--- src/rtl/btn_pkg.sv ---
// Shared types and constants for the push-button conditioning path.
package btn_pkg;

    typedef enum logic [1:0] {
        IDLE,
        PRESS_WAIT,
        PRESSED,
        RELEASE_WAIT
    } btn_state_e;

    // Defaults sized for the 6.25 MHz display clock: 20 ms, 200 ms, 1 s.
    localparam int DEF_DEBOUNCE_CYC = 125000;
    localparam int DEF_LOCKOUT_CYC  = 1250000;
    localparam int DEF_HOLD_CYC     = 6250000;

    localparam int BTN_C = 0;
    localparam int BTN_U = 1;
    localparam int BTN_L = 2;
    localparam int BTN_R = 3;
    localparam int BTN_D = 4;

endpackage

--- src/rtl/btn_channel.sv ---
// One button lane: two-flop synchroniser, debounce FSM, press lockout and hold timer.
module btn_channel
    import btn_pkg::*;
#(
    parameter int DEBOUNCE_CYC = DEF_DEBOUNCE_CYC,
    parameter int LOCKOUT_CYC  = DEF_LOCKOUT_CYC,
    parameter int HOLD_CYC     = DEF_HOLD_CYC
) (
    input  logic clk_6p25m,
    input  logic rst_n,
    input  logic btn_raw,
    output logic btn_level,
    output logic btn_press,
    output logic btn_release,
    output logic btn_hold
);

    localparam int CNT_W  = $clog2(DEBOUNCE_CYC + 1);
    localparam int LOCK_W = $clog2(LOCKOUT_CYC + 1);
    localparam int HOLD_W = $clog2(HOLD_CYC + 1);

    localparam logic [CNT_W-1:0]  CNT_MAX  = CNT_W'(DEBOUNCE_CYC);
    localparam logic [CNT_W-1:0]  CNT_ONE  = CNT_W'(1);
    localparam logic [LOCK_W-1:0] LOCK_MAX = LOCK_W'(LOCKOUT_CYC);
    localparam logic [LOCK_W-1:0] LOCK_ONE = LOCK_W'(1);
    localparam logic [HOLD_W-1:0] HOLD_MAX = HOLD_W'(HOLD_CYC);
    localparam logic [HOLD_W-1:0] HOLD_ONE = HOLD_W'(1);

    logic [1:0]        sync_q;
    logic              s;
    btn_state_e        state_q, state_d;
    logic [CNT_W-1:0]  cnt_q, cnt_d;
    logic [LOCK_W-1:0] lock_q, lock_d;
    logic [HOLD_W-1:0] hold_q, hold_d;
    logic              press_q, press_d;
    logic              release_q, release_d;
    logic              accept_press;

    assign s = sync_q[1];

    always_ff @(posedge clk_6p25m or negedge rst_n) begin
        if (!rst_n) begin
            sync_q    <= 2'b00;
            state_q   <= IDLE;
            cnt_q     <= '0;
            lock_q    <= '0;
            hold_q    <= '0;
            press_q   <= 1'b0;
            release_q <= 1'b0;
        end else begin
            sync_q    <= {sync_q[0], btn_raw};
            state_q   <= state_d;
            cnt_q     <= cnt_d;
            lock_q    <= lock_d;
            hold_q    <= hold_d;
            press_q   <= press_d;
            release_q <= release_d;
        end
    end

    always_comb begin
        state_d      = state_q;
        cnt_d        = cnt_q;
        accept_press = 1'b0;
        release_d    = 1'b0;
        case (state_q)
            IDLE: begin
                if (s) begin
                    state_d = PRESS_WAIT;
                    cnt_d   = CNT_ONE;
                end
            end
            PRESS_WAIT: begin
                if (!s) begin
                    state_d = IDLE;
                    cnt_d   = '0;
                end else if (cnt_q < CNT_MAX) begin
                    cnt_d = cnt_q + CNT_ONE;
                end else begin
                    state_d      = PRESSED;
                    cnt_d        = '0;
                    accept_press = 1'b1;
                end
            end
            PRESSED: begin
                if (!s) begin
                    state_d = RELEASE_WAIT;
                    cnt_d   = CNT_ONE;
                end
            end
            RELEASE_WAIT: begin
                if (s) begin
                    state_d = PRESSED;
                    cnt_d   = '0;
                end else if (cnt_q < CNT_MAX) begin
                    cnt_d = cnt_q + CNT_ONE;
                end else begin
                    state_d   = IDLE;
                    cnt_d     = '0;
                    release_d = 1'b1;
                end
            end
            default: begin
                state_d = IDLE;
                cnt_d   = '0;
            end
        endcase

        // An accepted press only pulses once the previous lockout has fully drained.
        press_d = accept_press && (lock_q == '0);

        lock_d = lock_q;
        if (press_d) begin
            lock_d = LOCK_MAX;
        end else if (lock_q != '0) begin
            lock_d = lock_q - LOCK_ONE;
        end

        hold_d = hold_q;
        if (state_d == IDLE || press_d) begin
            hold_d = '0;
        end else if ((state_q == PRESSED || state_q == RELEASE_WAIT) && hold_q != HOLD_MAX) begin
            hold_d = hold_q + HOLD_ONE;
        end
    end

    assign btn_level   = (state_q == PRESSED) || (state_q == RELEASE_WAIT);
    assign btn_press   = press_q;
    assign btn_release = release_q;
    assign btn_hold    = (hold_q == HOLD_MAX);

endmodule

--- src/rtl/btn_conditioner.sv ---
// Conditions the Basys3 push-buttons {D,R,L,U,C} into level/press/release/hold strobes.
module btn_conditioner
    import btn_pkg::*;
#(
    parameter int N_BTN        = 5,
    parameter int DEBOUNCE_CYC = DEF_DEBOUNCE_CYC,
    parameter int LOCKOUT_CYC  = DEF_LOCKOUT_CYC,
    parameter int HOLD_CYC     = DEF_HOLD_CYC
) (
    input  logic             clk_6p25m,
    input  logic             rst_n,
    input  logic [N_BTN-1:0] btn_raw,
    output logic [N_BTN-1:0] btn_level,
    output logic [N_BTN-1:0] btn_press,
    output logic [N_BTN-1:0] btn_release,
    output logic [N_BTN-1:0] btn_hold
);

    for (genvar i = 0; i < N_BTN; i++) begin : g_chan
        btn_channel #(
            .DEBOUNCE_CYC(DEBOUNCE_CYC),
            .LOCKOUT_CYC (LOCKOUT_CYC),
            .HOLD_CYC    (HOLD_CYC)
        ) u_chan (
            .clk_6p25m  (clk_6p25m),
            .rst_n      (rst_n),
            .btn_raw    (btn_raw[i]),
            .btn_level  (btn_level[i]),
            .btn_press  (btn_press[i]),
            .btn_release(btn_release[i]),
            .btn_hold   (btn_hold[i])
        );
    end

endmodule

--- config.mk ---
export PLATFORM = sky130hd
export DESIGN_NAME = btn_conditioner
export DESIGN_NICKNAME = d
export VERILOG_FILES = /design/src/rtl/btn_pkg.sv /design/src/rtl/btn_channel.sv /design/src/rtl/btn_conditioner.sv
export SDC_FILE = /design/constraint.sdc
export NUM_CORES = 1
export LEC_CHECK = 0
export BUFFER_PORTS_ARGS = -buffer_cell sky130_fd_sc_hd__buf_2
export CAP_MARGIN = 25
export CORE_ASPECT_RATIO = 1.5
export CORE_MARGIN = 2
export CORE_UTILIZATION = 40
export DETAILED_ROUTE_END_ITERATION = 16
export GPL_TIMING_DRIVEN = 0
export HOLD_SLACK_MARGIN = 0.12
export PLACE_DENSITY_LB_ADDON = 0.08
export SLEW_MARGIN = 5
export SYNTH_ARGS = -nofsm -noshare
export SYNTH_HDL_FRONTEND = slang
export SYNTH_SLANG_ARGS = --single-unit
--- constraint.sdc ---
create_clock -name clk_6p25m -period 2.6 [get_ports clk_6p25m]
set_input_delay 0.13 -clock clk_6p25m [delete_from_list [all_inputs] [get_ports clk_6p25m]]
set_output_delay 0.13 -clock clk_6p25m [all_outputs]
set_load 0.005 [all_outputs]
# [Yosys cells after proc, flatten, opt, wreduce, memory -nomap -nowiden]
# Cells that the tools add are included.
[classes] magnitude_cmp=5 muxes=110 shifts=0 n_addsub=15 n_reduce_logical=55 div=0 n_mul=0 bitwise_logic=0 n_eq_ne=35
[op_table] operator="17-bit 2-to-1 mux" n=25
[op_table] operator="17-bit case mux with 4 select lines" n=5
[op_table] operator="23-bit 2-to-1 mux" n=10
[op_table] operator="21-bit 2-to-1 mux" n=10
[op_table] operator="23-bit by 1-bit adder with 23-bit output (second input constant)" n=5
[op_table] operator="23-bit equality test (second input constant)" n=5
[op_table] operator="23-bit inequality test (second input constant)" n=5
[op_table] operator="21-bit logical NOT" n=5
[op_table] operator="21-bit nonzero test" n=5
[op_table] operator="21-bit by 1-bit subtractor with 21-bit output (second input constant)" n=5
[op_table] operator="17-bit by 1-bit adder with 17-bit output (second input constant)" n=5
[op_table] operator="17-bit < comparator (second input constant)" n=5
[op_table] operator="2-bit 2-to-1 mux" n=30
[op_table] operator="2-bit case mux with 4 select lines" n=5
[op_table] operator="1-bit 2-to-1 mux" n=25
[op_table] operator="2-bit equality test (second input constant)" n=10
[op_table] operator="2-bit logical NOT" n=10
[op_table] operator="2-bit nonzero test" n=10
[op_table] operator="2-bit by 1-bit equality test with 1-bit output (second input constant)" n=5
[op_table] operator="1-bit logical AND" n=10
[op_table] operator="1-bit logical OR" n=10
[op_table] operator="2-bit by 1-bit inequality test with 1-bit output (second input constant)" n=5
[op_table] operator="2-bit inequality test (second input constant)" n=5
[op_table] operator="2-bit AND reduction" n=5
[word_totals] ramBits=0 out_inout_bits=20 latchBits=0 inputBits=7 memories=0 register_bits=335 mem_bits_ro=0

# [Logic depth before layout (Yosys ltp)]
# Gate-level depths: netlist (run 1).
[logic_depth] word_depth=7 depth_mapped=9 mapped_depth_nobuf=8

# [Hierarchy]
# From an unflattened synthesis (run 1), not the netlist that was laid out.
[hier_totals] hier_cells=1774 area_unflattened_um2=17184.0
[modules_own_cells] mod="btn_channel (g_chan[0].u_chan ...)" cells_each=356 instances=3 area_per_inst_um2=3432.0
[modules_own_cells] mod="btn_channel (g_chan[1].u_chan)" cells_each=359 instances=1 area_per_inst_um2=3508.4
[modules_own_cells] mod="btn_channel (g_chan[4].u_chan)" cells_each=347 instances=1 area_per_inst_um2=3379.5

# [Worst setup path before layout (run 1)]
# No wires, ideal clock.
[synth_timing] kind="reg-to-reg" startpoint="register g_chan[4].u_chan.lock_q[0]" endpoint="register g_chan[4].u_chan.lock_q[19]" required_ns=2.475 t_arrival_ns=2.125 path_stages_with_launch=9 slack_ns=0.351 synth_period_minus_slack_ns=2.249 cell_sequence="dfrtp_1 > inv_1 > ha_1 > or3b_2 > nor4_2 > and2_2 > o21ai_2 > nand3_1 > mux2_2"
[synth_between] elab_chain_cells=3 elab_cells_between_ends=7 cone_classes="1 x add/sub; 2 x mux; 4 x reduce/logical"
[synth_lines] element="start: declaration" line="btn_channel.sv:33" text="logic [LOCK_W-1:0] lock_q, lock_d;"
[synth_lines] element="start signal: assignment" line="btn_channel.sv:54" text="lock_q <= lock_d;"
[synth_lines] element="21-bit by 1-bit subtractor with 21-bit output or 21-bit logical NOT (tied branches)" line="btn_channel.sv:116, btn_channel.sv:110"
[synth_lines] element="21-bit 2-to-1 mux or 1-bit logical AND (tied branches)" line="btn_channel.sv:115, btn_channel.sv:110"
[synth_lines] element="21-bit 2-to-1 mux or 2-bit nonzero test (tied branches)"
# Several ways; a longest one is shown, not always the timed one. The select of a mux whose other input is x is not followed.
# A chain may end at the register's enable or synchronous reset.

# [Worst setup path in the final report (run 1)]
[layout_timing] startpoint="register g_chan[3].u_chan.hold_q[0]" endpoint="output btn_hold[3]"
[layout_between] elab_chain_cells=1
[layout_lines] element="start: declaration" line="btn_channel.sv:34" text="logic [HOLD_W-1:0] hold_q, hold_d;"
[layout_lines] element="start signal: assignment" line="btn_channel.sv:55" text="hold_q <= hold_d;"
[layout_lines] element="23-bit equality test" line="btn_channel.sv:130" text="assign btn_hold = (hold_q == HOLD_MAX);"
[layout_lines] element="end: declaration" line="btn_conditioner.sv:16" text="output logic [N_BTN-1:0] btn_hold"
# No other way between the ends.

==> impl_summary.md, run 1 <==
Synth
The number of enable-type register cells in the synthesized netlist is 0. The post-synthesis sequential element count is around 340. Dividing the synthesized area by the synthesized cell count gives 9.69 sq um. After synthesis, the netlist uses just over 80 different library cells. The post-synthesis net count is 1,762.

The count of mapped cells out of synthesis is between 1,500 and 2,000. The proportion of netlist area held by the largest area contributor is 49.9%. The Yosys step of the flow raised 0 warnings. Ranked by total cell area, the synthesized netlist is headed by sky130_fd_sc_hd__dfrtp_1 (50%), sky130_fd_sc_hd__nor2_1 (5.6%), sky130_fd_sc_hd__xor2_1 (5.2%). The biggest area consumer among synthesized cells is sky130_fd_sc_hd__dfrtp_1. For this run, the leading register cell type out of synthesis is sky130_fd_sc_hd__dfrtp_1. In the synthesized netlist the async set-or-reset flop fraction comes to 100%.

The sequential element share of the synthesized area is 49.9%. The synthesized netlist occupies a cell area of 16,800 sq um.

Finish
Once layout is complete, the utilization of the core stands at 45.7%. The count of inserted antenna diode cells is 0. In the layout the commonest cells are sky130_fd_sc_hd__dfrtp_1 (335), sky130_fd_sc_hd__nor2_1 (249), sky130_fd_sc_hd__nand2_1 (142).

Summing all multi-input logic gate instances after layout gives 7890 sq um. The layout filler cell count is 4,031. The combined flip-flop and latch cell area is 8380 sq um.

The most common cell after layout, fill and taps aside is sky130_fd_sc_hd__dfrtp_1. The layout-stage area growth over the synthesis result is 13.6%. The post-route netlist has 10.0% of its cells at a drive strength greater than 1. After the last flow step, the layout net total stands at between 1,500 and 2,000. Once layout is complete, the cells apart from fillers number 2,402.

The area of all placed cells without fillers is 19,100 sq um.

Clock tree
TritonCTS built the clock tree. The number of buffers inserted during clock tree synthesis is 38. The clock sink count is 335. The clock edge transition at the registers on the reported setup and hold paths is 0.06 ns. The maximum buffer depth of the clock tree is 3. The maximum level of the CTS H-tree is 2. The clock latency reported for the late side of the worst-skew pair is 0.53 ns.

In this run the clock root is driven by a sky130_fd_sc_hd__clkbuf_16.

Die
For this design the top-level I/O count stands at 27. Measured along the x axis, the die boundary spans roughly 170 microns. The floorplan has 92 rows. The core region area is 41,800 sq um. The height of the die is 255 microns. The area of the die is 43,700 sq um. The effective utilization at floorplan is 40.2%.

Drt
Dividing the detail-routed via count by the number of cells gives 5.22. The routed layout has approximately 13,000 vias. In this run, the number of DRC markers left after iteration 0 of detailed routing was 535. The average routed wire per standard cell is 14.3 microns. The post-route DRC violation count is 0.

For this block, the routed nets add up to 34,300 microns of wire. In this run the remaining antenna-violating nets after routing total 0. The count of TritonRoute iterations in the first routing pass is 5.

STA
The post-route clock period utilization is 93.4%. The worst path needs ~2.4 ns of the cycle, external delays included. After routing, the total negative slack on setup checks comes to 0 ns. The highest attainable clock frequency is 0.412 GHz. For the pin with the worst max-slew slack, the measured transition is 0.895 ns.

Setup violations remaining at the end of the flow were counted as 0. In this run the tightest slew margin relative to its limit is 39.9%. The total count of hold-check failures in the final report was 0. The clock arrives with 0.0112 ns of skew. The number of max-slew violations in the final report is 0.

Setup repair after global routing left no endpoint under its margin.

Power
The maximum vdd ir drop is 0.513 mV. The sequential fraction of design power is slightly below 50%. For this design the ratio of total power to cell area is 573 nW/um^2. The proportion of power drawn by the clock network is 48.6%. Combinational logic burns 3.1% of the power. Summed over all nets, the switching power comes to around 0.0024 W.

For this design the static power due to leakage is 8.92 nW. The share of total power consumed by net switching is a little over a fifth. The total power is 0.0109 W.

Cell internal power was estimated by the tool at 0.00853 W.

Outcome
The run finished with clean final reports.

Global routing
The met1 track utilization from global routing is 20.1%. The largest net degree at the start of global routing is 108. Global routing used 16.3% of the available tracks across all layers. The number of antenna violations at the first check in global routing was 0.

The routing usage on met3 is 2.43%. The wire length of the first global-routing pass is 60,000 microns. The fraction of met2 tracks used by global routing is around 29%. The residual overflow from global routing is 0. The via count of the first global-routing pass is ~13,000.

The layer with the highest usage after global routing is met2.

Worst hold path
The class of the tightest hold or removal check is in2reg.

Placement
Port buffering added 26 buffers. The global placer's final weighted congestion is about 0.78. The total cell area at the placement stage is roughly 18,000 sq um.

Once placement completed, the tool counted placed cells totaling roughly 2,300. The HPWL after detailed placement is 23,000 microns.

Setup path
By startpoint and endpoint, the worst setup path is classified as reg2out. At the worst endpoint, the arrival time is 2.30 ns. The endpoint kind of the worst setup timing path is an output pin. The worst register-to-register path has a setup slack of 0.20 ns. The required arrival time at the worst endpoint is 2.47 ns. The worst register-to-register path ends at g_chan[4].u_chan.lock_q[19]$_DFFE_PN0P_.

The launching element of the worst setup path is g_chan[3].u_chan.hold_q[0]$_DFFE_PN0P_. The reg-to-reg startpoint is g_chan[4].u_chan.lock_q[0]$_DFFE_PN0P_. Measured in cells, the most critical reg-to-reg path has a length of 8.

Of all nets on the critical path, the largest fanout is 3. The nature of the critical path startpoint is a flip-flop. Following the worst setup path forward leads to its endpoint at btn_hold[3].

Run
The max capacitance violation total is 0.
==> state kept, by name, indices dropped and copies added, names as in the netlist <==
| register | count |
|---|---|
| g_chan.u_chan.hold_q | 115 |
| g_chan.u_chan.btn_release | 5 |
| g_chan.u_chan.lock_q | 105 |
| g_chan.u_chan.state_q | 10 |
| g_chan.u_chan.cnt_q | 85 |
| g_chan.u_chan.sync_q | 10 |
| g_chan.u_chan.btn_press | 5 |
==> metrics by stage <==
stage | setup slack (ns) | hold slack (ns)
after global placement | -5.45 | 0.239
after detailed placement | 0.147 | 0.0878
after floorplan | 0.351 | -0.166
after global routing | 0.000166 | 0.227
final | 0.172 | 0.238
after CTS | 0.0257 | 0.212
==> critical path, cell delays in order, from the launching register on <==
cell,delay [ns]
sky130_fd_sc_hd__dfrtp_1,0.41
sky130_fd_sc_hd__inv_1,0.10
sky130_fd_sc_hd__ha_1,0.16
sky130_fd_sc_hd__nor4bb_1,0.27
sky130_fd_sc_hd__nand4_1,0.19
sky130_fd_sc_hd__nor4_4,0.38
sky130_fd_sc_hd__buf_4,0.17
sky130_fd_sc_hd__buf_2,0.10
==> cell families (layout without fill, tap and decap cells) <==
group / count (synthesis) / after routing / synth area share (%)
XOR/XNOR: 161 / 161 / 8.39
flip-flops: 335 / 335 / 49.9
AND/OR/NAND/NOR: 800 / 800 / 24.9
AO/OA/AOI/OAI: 283 / 283 / 10.6
buffers and inverters: 113 / 216 / 3.33
multiplexers: 23 / 23 / 1.41
adder cells (fa/ha/maj): 20 / 20 / 1.49
==> cells in the mapped netlist (all sizes together) (3+ instances only) <==
library cell,instances
dfrtp,335
nor2,251
nand2,145
o21ai,132
xor2,100
nand3,71
nor3,65
xnor2,61
nand4,56
inv,44
a21oi,42
and3,38
buf,37
nor4,37
clkbuf,32
o31ai,30
a31oi,21
and2,20
ha,20
mux2i,18
nand2b,17
and4,16
or4,16
or3,15
a21o,14
nor2b,14
o41ai,11
nor3b,7
a22o,6
nor4b,6
or2,6
mux2,5
a211oi,4
nand3b,4
or3b,4
nand4b,3
nor4bb,3
o22ai,3
o31a,3
==> power by group through the flow <==
stage	combinational, W	sequential, W	clock (W)
finish	0.000344	0.00528	0.00531
global route	0.000404	0.00528	0.00574
CTS	0.000362	0.00528	0.00553
detailed placement	0.000348	0.00537	0
global placement	0.000327	0.00538	0
floorplan	0.000164	0.00537	0
==> layout make-up <==
class	instances	share of cell area (%)
tap	564	3.70
sequential	335	43.9
buffer	69	2.06
inverter	44	0.865
timing repair buffer	39	1.72
multi-input combinational	1287	41.3
clock buffer	58	6.13
clock inverter	6	0.288
==> repair_timing <==
action,in CTS,in global routing
resized for setup,1,3
buffers inserted,0,2
hold endpoints to repair,253,0
hold buffers,8,0
setup endpoints to repair,1,23
pin swaps,0,1
==> how the worst min path moves through the flow <==
stage | startpoint | end | slack (ns) | cells past startpoint
final | btn_raw[3] | g_chan[3].u_chan.sync_q[0]$_DFF_PN0_ | 0.24 | 2
after global placement | btn_raw[2] | g_chan[2].u_chan.sync_q[0]$_DFF_PN0_ | 0.24 | 1
after detailed placement | rst_n | g_chan[3].u_chan.hold_q[18]$_DFFE_PN0P_ | 0.09 | 1
after global routing | btn_raw[4] | g_chan[4].u_chan.sync_q[0]$_DFF_PN0_ | 0.23 | 2
after floorplan | rst_n | g_chan[0].u_chan.btn_press$_DFF_PN0_ | -0.17 | 0
after CTS | btn_raw[2] | g_chan[2].u_chan.sync_q[0]$_DFF_PN0_ | 0.21 | 2
==> layer usage <==
metal / share of wire [%] / wire length, microns / up-vias
li1: - / - / 6265
met1: 44 / 15200 / 6121
met2: 51 / 17500 / 118
met3: 2.6 / 894 / 44
met4: 2.0 / 695 / 0
met5: 0 / 0 / -
Power figures use the tool's default switching activity.
==> run 2: changes to the inputs <==
--- a/config.mk
+++ b/config.mk
@@ -13,6 +13,7 @@
 export DETAILED_ROUTE_END_ITERATION = 16
 export GPL_TIMING_DRIVEN = 0
 export HOLD_SLACK_MARGIN = 0.12
+export MAX_ROUTING_LAYER = met4
 export PLACE_DENSITY_LB_ADDON = 0.08
 export SLEW_MARGIN = 5
 export SYNTH_ARGS = -nofsm -noshare
==> impl_summary.md, run 2 (synthesized netlist as in run 1, its figures left out) <==
Finish
The register ranked first by flip-flop count is g_chan.u_chan.hold_q (unchanged). The count of inserted antenna diode cells is 0 (unchanged). The most common cell after layout, fill and taps aside is sky130_fd_sc_hd__dfrtp_1 (unchanged).

The layout-stage area growth over the synthesis result is 13.6% (unchanged). The share of layout cells above drive strength 1 is 10.0% (unchanged). The final layout net count is 1,841 (unchanged). The layout filler cell count is 4,031 (unchanged). The final design utilization was 45.7% (unchanged). Commonest non-fill, non-tap cells in the layout: sky130_fd_sc_hd__dfrtp_1 (335), sky130_fd_sc_hd__nor2_1 (249), sky130_fd_sc_hd__nand2_1 (142) (unchanged).

The flip-flop count of the largest register after layout is 115 (unchanged). Regs by FF count: g_chan.u_chan.hold_q (115), g_chan.u_chan.lock_q (105), g_chan.u_chan.cnt_q (85) (unchanged).

Power
The total power per unit cell area came to 573 nW/um^2 (about the same). The sequential fraction of design power is 48.3% (about the same). The maximum vdd ir drop is 0.513 mV (about the same).

The share of total power consumed by net switching came to 22.0% (about the same). The internal power came to 0.00853 W (about the same). The power share of the combinational group is 3.1% (about the same). The switching power is 0.00241 W (was 0.00240 W).

The proportion of power drawn by the clock network is 48.6% (about the same). The static leakage is 8.92 nW (unchanged).

Worst hold path
The cell depth of the worst hold path was 2 (unchanged). The class of the tightest hold or removal check is in2reg (unchanged). The beginning of the worst hold path is btn_raw[3] (unchanged). The end point of the worst hold path is g_chan[3].u_chan.sync_q[0]$_DFF_PN0_ (unchanged).

Placement
The global placer's final weighted congestion is 0.788 (was 0.777). The number of I/O port buffers is 26 (unchanged). The HPWL reported at the end of detailed placement is 23,000 microns (unchanged).

STA
The measured slew at the worst slew-check pin came to 0.878 ns (was 0.895 ns). The total negative slack for setup checks is 0 ns (unchanged). The final hold slack is 0.238 ns (about the same). The post-route clock period utilization is 93.5% (was 93.4%).

The setup skew after layout is 0.0120 ns (was 0.0112 ns). The final number of setup-violating endpoints was 0 (unchanged). The relative slew slack is 41.0% (was 39.9%). The total count of hold-check failures in the final report is 0 (unchanged). The post-layout minimum cycle time is 2.43 ns (about the same). The highest attainable clock frequency was 0.411 GHz (was 0.412 GHz). The number of max-slew violations in the final report is 0 (unchanged).

Clock tree
The clock edge transition at the registers on the reported setup and hold paths is 0.06 ns (about the same). The number of buffers inserted during clock tree synthesis is 38 (unchanged). The maximum level of the CTS H-tree is 2 (unchanged). The maximum buffer depth of the clock tree came to 3 (unchanged). The clock sink count is 335 (unchanged). The clock root buffer is sky130_fd_sc_hd__clkbuf_16 (unchanged).

The clock latency reported for the late side of the worst-skew pair is 0.53 ns (about the same). The clock tree from TritonCTS is done (unchanged).

Drt
The total via count after detailed routing came to 12,559 (was 12,548). The average routed wire per standard cell was 14.3 microns (about the same). The violation count after the first detailed-routing iteration was 523 (was 535).

The detail-routed via count per cell came to 5.23 (was 5.22). The number of nets with antenna violations after routing came to 0 (unchanged). The routed wire length came to 34,300 microns (about the same).

The post-route DRC violation count is 0 (unchanged). The count of TritonRoute iterations in the first routing pass is 6 (was 5).

Global routing
The wire length of the first global-routing pass is 60,000 microns (about the same). The overall track demand over capacity in global routing was 16.8% (was 16.3%). The residual overflow from global routing is 0 (unchanged). The via count of the first global-routing pass is 12,589 (was 12,596). The number of antenna violations at the first check in global routing came to 0 (unchanged). The largest net degree at the start of global routing came to 108 (unchanged).

Setup path
The worst path arrival time is 2.30 ns (about the same). The nature of the critical path startpoint is a flip-flop (unchanged). The worst reg2reg path depth is 8 (unchanged). The minimum setup slack among reg-to-reg paths is 0.19 ns (was 0.20 ns). The end of the worst register-to-register path is g_chan[4].u_chan.lock_q[19]$_DFFE_PN0P_ (unchanged).

The critical-path maximum fanout is 3 (unchanged). The reg-to-reg startpoint is g_chan[4].u_chan.lock_q[0]$_DFFE_PN0P_ (unchanged). The kind of critical path is reg2out (unchanged).

The required arrival time at the worst endpoint is 2.47 ns (about the same). The launching element of the worst setup path is g_chan[3].u_chan.hold_q[0]$_DFFE_PN0P_ (unchanged). The endpoint kind of the worst setup timing path is an output pin (unchanged).

Die
The top-level port count is 27 (unchanged). The area of the die is 43,700 sq um (unchanged). The horizontal die dimension is 171 microns (unchanged). The effective utilization at floorplan is 40.2% (unchanged).

The core region area is 41,800 sq um (unchanged). The placement row count is 92 (unchanged). The height of the die is 255 microns (unchanged).

Run
The max capacitance violation total is 0 (unchanged).

Outcome
Status: finished clean (unchanged).
run 2: cell counts in the layout (fill, tap and decap cells not counted):
Identical to the previous run, type by type.
run 2: final cells by class:
class                           instances  area [sq um]  area share [%]
Buffer                                 69           394            2.06
Clock buffer                           58          1170            6.13
Clock inverter                          6          55.1           0.288
Inverter                               44           165           0.865
Multi-Input combinational cell       1287          7890            41.3
Sequential cell                       335          8380            43.9
Tap cell                              564           706            3.70
Timing Repair Buffer                   39           328            1.72
run 2: critical path: stages, from the launching register on:
cell and delay [ns]:
sky130_fd_sc_hd__dfrtp_1 0.41, sky130_fd_sc_hd__inv_1 0.10, sky130_fd_sc_hd__ha_1 0.16, sky130_fd_sc_hd__nor4bb_1 0.27, sky130_fd_sc_hd__nand4_1 0.19, sky130_fd_sc_hd__nor4_4 0.38
sky130_fd_sc_hd__buf_4 0.17, sky130_fd_sc_hd__buf_2 0.10
run 2: how the worst max path moves through the flow:
stage | to | slack (ns)
after detailed placement | g_chan[4].u_chan.lock_q[19]$_DFFE_PN0P_ | 0.15
after CTS | btn_hold[3] | 0.03
final | btn_hold[3] | 0.17
after global routing | g_chan[4].u_chan.lock_q[19]$_DFFE_PN0P_ | -0.0005
after floorplan | g_chan[4].u_chan.lock_q[19]$_DFFE_PN0P_ | 0.35
after global placement | g_chan[2].u_chan.btn_release$_DFF_PN0_ | -5.45
run 2: power groups by stage:
stage	sequential, W	combinational, W	clock, W
2_1_floorplan	0.00537	0.000164	0
3_3_place_gp	0.00538	0.000327	0
3_5_place_dp	0.00537	0.000348	0
4_1_cts	0.00528	0.000362	0.00553
5_1_grt	0.00528	0.000405	0.00574
6_report	0.00528	0.000344	0.00532
run 2: stage by stage:
stage	power, W	cell area, sq um	setup slack, ns	instances
2_1_floorplan	0.00553	16800	0.351	1735
3_3_place_gp	0.00570	17600	-5.45	2325
3_5_place_dp	0.00572	17700	0.147	2328
4_1_cts	0.0112	19100	0.0257	2400
5_1_grt	0.0114	19100	-0.000477	2402
6_report	0.0109	19100	0.168	2402
run 2: metal layers:
layer | up-vias | global-route usage (%) | routed length, microns
met4 | 0 | 4.70 | 690
met1 | 6132 | 20.1 | 15200
met5 | - | - | 0
li1 | 6263 | - | -
met3 | 45 | 2.41 | 884
met2 | 119 | 29.5 | 17500
run 2: timing repair:
action	4_1_cts	5_1_grt
gates resized for setup	1	3
buffers inserted	0	2
hold buffers	8	0
endpoints found under the hold margin	253	0
setup endpoints to repair	1	23
pin swaps	0	1
==> run 3: changes to the inputs <==
--- a/config.mk
+++ b/config.mk
@@ -7,7 +7,7 @@
 export LEC_CHECK = 0
 export BUFFER_PORTS_ARGS = -buffer_cell sky130_fd_sc_hd__buf_2
 export CAP_MARGIN = 25
-export CORE_ASPECT_RATIO = 1.5
+export CORE_ASPECT_RATIO = 1.1
 export CORE_MARGIN = 2
 export CORE_UTILIZATION = 40
 export DETAILED_ROUTE_END_ITERATION = 16
==> impl_summary.md, run 3 (synthesized netlist as in run 1, its figures left out) <==
Outcome
Status: finished clean (unchanged).

Clock tree
The maximum buffer depth of the clock tree was 3 (unchanged). The clock latency reported for the late side of the worst-skew pair is 0.56 ns (was 0.53 ns). The clock root buffer is sky130_fd_sc_hd__clkbuf_16 (unchanged). The maximum level of the CTS H-tree is 2 (unchanged).

The clock edge transition at the registers on the reported setup and hold paths is 0.06 ns (about the same). The clock sink count is 335 (unchanged). The number of buffers inserted during clock tree synthesis was 40 (was 38). The clock tree from TritonCTS is done (unchanged).

The buffers inserted during post-CTS setup optimization is 0 (unchanged).

Drt
The detail-routed via count per cell is 5.19 (was 5.23). The count of TritonRoute iterations in the first routing pass is 7 (was 6). The violation count after the first detailed-routing iteration was 518 (was 523). The total via count after detailed routing is 12,468 (was 12,559). The routed wire length is 33,100 microns (was 34,300 microns). The number of nets with antenna violations after routing is 0 (unchanged).

The average routed wire per standard cell was 13.8 microns (was 14.3 microns). The post-route DRC violation count is 0 (unchanged).

Finish
Commonest non-fill, non-tap cells in the layout: sky130_fd_sc_hd__dfrtp_1 (335), sky130_fd_sc_hd__nor2_1 (249), sky130_fd_sc_hd__nand2_1 (142) (unchanged). The count of inserted antenna diode cells came to 0 (unchanged). Regs by FF count: g_chan.u_chan.hold_q (115), g_chan.u_chan.lock_q (105), g_chan.u_chan.cnt_q (85) (unchanged).

The share of layout cells above drive strength 1 came to 10.3% (was 10.0%). The area of all placed cells without fillers is 19,200 sq um (was 19,100 sq um). The flip-flop count of the largest register after layout came to 115 (unchanged). The final layout net count is 1,840 (was 1,841).

The layout-stage area growth over the synthesis result is 14.0% (was 13.6%). The register ranked first by flip-flop count is g_chan.u_chan.hold_q (unchanged). The most common cell after layout, fill and taps aside is sky130_fd_sc_hd__dfrtp_1 (unchanged).

STA
The final number of setup-violating endpoints is 0 (unchanged). The post-route clock period utilization was 94.0% (was 93.5%). The post-layout minimum cycle time came to 2.44 ns (was 2.43 ns).

The final hold slack is 0.199 ns (was 0.238 ns). The relative slew slack came to 36.7% (was 41.0%). The highest attainable clock frequency is 0.409 GHz (was 0.411 GHz). Setup repair after global routing left no endpoint under its margin. The total count of hold-check failures in the final report came to 0 (unchanged). The number of max-slew violations in the final report came to 0 (unchanged). The measured slew at the worst slew-check pin is 0.942 ns (was 0.878 ns). The setup skew after layout is 0.0151 ns (was 0.0120 ns).

Die
The top-level port count is 27 (unchanged). The area of the die is 43,700 sq um (about the same). The horizontal die dimension came to 199 microns (was 171 microns). The core region area is 41,400 sq um (was 41,800 sq um). The height of the die came to 219 microns (was 255 microns). The placement row count was 78 (was 92). The effective utilization at floorplan was 40.6% (was 40.2%).

Setup path
The critical-path maximum fanout is 4 (was 3). CP cell instances: or4b_2, nor3_1, and3_1, buf_4, buf_2 (was inv_1, ha_1, nor4bb_1, nand4_1, nor4_4, buf_4, buf_2). The maximum cell stage delay along the critical path was 0.67 ns (was 0.41 ns). The number of buffer and inverter instances along the worst setup path is 2 (was 3).

The worst reg2reg path depth was 8 (unchanged). The endpoint kind of the worst setup timing path was an output pin (unchanged). The required arrival time at the worst endpoint came to 2.47 ns (about the same). The minimum setup slack among reg-to-reg paths came to 0.24 ns (was 0.19 ns).

The end of the worst register-to-register path is g_chan[1].u_chan.lock_q[17]$_DFFE_PN0P_ (was g_chan[4].u_chan.lock_q[19]$_DFFE_PN0P_). The worst path arrival time was 2.31 ns (was 2.30 ns). The nature of the critical path startpoint is a flip-flop (unchanged). The kind of critical path is reg2out (unchanged). The category of cells accounting for the largest share of critical-path delay is simple AND/OR/NAND/NOR gates (unchanged). The reg-to-reg startpoint is g_chan[1].u_chan.lock_q[0]$_DFFE_PN0P_ (was g_chan[4].u_chan.lock_q[0]$_DFFE_PN0P_).

The master of the slowest instance on the critical path is sky130_fd_sc_hd__or4b_2 (was sky130_fd_sc_hd__dfrtp_1). The critical path depth is 5 (was 7).

Global routing
The overall track demand over capacity in global routing is 16.5% (was 16.8%). The number of antenna violations at the first check in global routing was 0 (unchanged). The largest net degree at the start of global routing is 112 (was 108). The routing usage on met3 came to 2.78% (was 2.41%). The layer with the highest usage after global routing is met2 (unchanged). The met1 track utilization from global routing is 22.3% (was 20.1%).

The via count of the first global-routing pass is 12,195 (was 12,589). The residual overflow from global routing is 0 (unchanged). The wire length of the first global-routing pass came to 58,900 microns (was 60,000 microns). The fraction of met2 tracks used by global routing was 25.5% (was 29.5%).

Worst hold path
The class of the tightest hold or removal check is in2async (was in2reg).

Power
The static leakage is 8.95 nW (was 8.92 nW). The maximum vdd ir drop was 0.420 mV (was 0.513 mV). The total power per unit cell area is 590 nW/um^2 (was 573 nW/um^2).

Placement
The HPWL reported at the end of detailed placement came to 21,600 microns (was 23,000 microns). The total cell area at the placement stage is 17,700 sq um (about the same). The global placer's final weighted congestion is 0.760 (was 0.788). The number of I/O port buffers is 26 (unchanged).

Run
The max capacitance violation total is 0 (unchanged).
## run 3: worst register-to-register path, cell delays in order (launching register included)
cell,delay [ns]
sky130_fd_sc_hd__dfrtp_1,0.43
sky130_fd_sc_hd__inv_1,0.08
sky130_fd_sc_hd__ha_1,0.17
sky130_fd_sc_hd__or3b_2,0.53
sky130_fd_sc_hd__nor3_4,0.30
sky130_fd_sc_hd__nand2_4,0.13
sky130_fd_sc_hd__nor3_4,0.36
sky130_fd_sc_hd__a311oi_1,0.10
sky130_fd_sc_hd__a41oi_1,0.18
## run 3: layout make-up
cell class	instances	area [sq um]
fillers	4000	22200
flip-flops and latches	335	8380
multi-input cells	1287	7890
clock buffers	57	1170
well taps	560	701
plain buffers	69	394
repair buffers	36	293
clock inverters	15	168
inverters	44	165
## run 3: worst max path at each step
stage	to	start	slack [ns]
final	btn_hold[4]	g_chan[4].u_chan.hold_q[7]$_DFFE_PN0P_	0.16
after floorplan	g_chan[4].u_chan.lock_q[19]$_DFFE_PN0P_	g_chan[4].u_chan.lock_q[0]$_DFFE_PN0P_	0.35
after detailed placement	g_chan[4].u_chan.lock_q[19]$_DFFE_PN0P_	g_chan[4].u_chan.lock_q[0]$_DFFE_PN0P_	0.13
after global routing	btn_hold[3]	g_chan[3].u_chan.hold_q[0]$_DFFE_PN0P_	0.02
after CTS	btn_hold[3]	g_chan[3].u_chan.hold_q[0]$_DFFE_PN0P_	0.02
after global placement	g_chan[2].u_chan.hold_q[14]$_DFFE_PN0P_	rst_n	-5.44
## run 3: report_power, final
group          internal (W)  switching (W)
Clock               0.00343        0.00225
Combinational      0.000102       0.000240
Sequential          0.00525      0.0000325
Total               0.00878        0.00252
## run 3: through the flow
stage          power, W  TNS (ns)  util (%)  worst slack (ns)  instances
6_report         0.0113         0      46.3             0.155       2403
4_1_cts          0.0115         0      46.2            0.0237       2403
3_5_place_dp    0.00572         0      42.8             0.129       2324
5_1_grt          0.0118         0      46.3            0.0184       2403
2_1_floorplan   0.00553         0         -             0.351       1735
3_3_place_gp    0.00570  -1802.35      42.6             -5.44       2321
## run 3: routing by layer
layer	vias up	part of all wire [%]
met4	0	2.2
met2	110	45
met1	6014	50
met3	55	3.3
li1	6289	-
met5	-	0
## run 3: timing repair
action,4_1_cts,5_1_grt
endpoints found under the setup margin,0,7
gates resized for setup,0,4
hold buffers,7,0
hold endpoints to repair,236,0
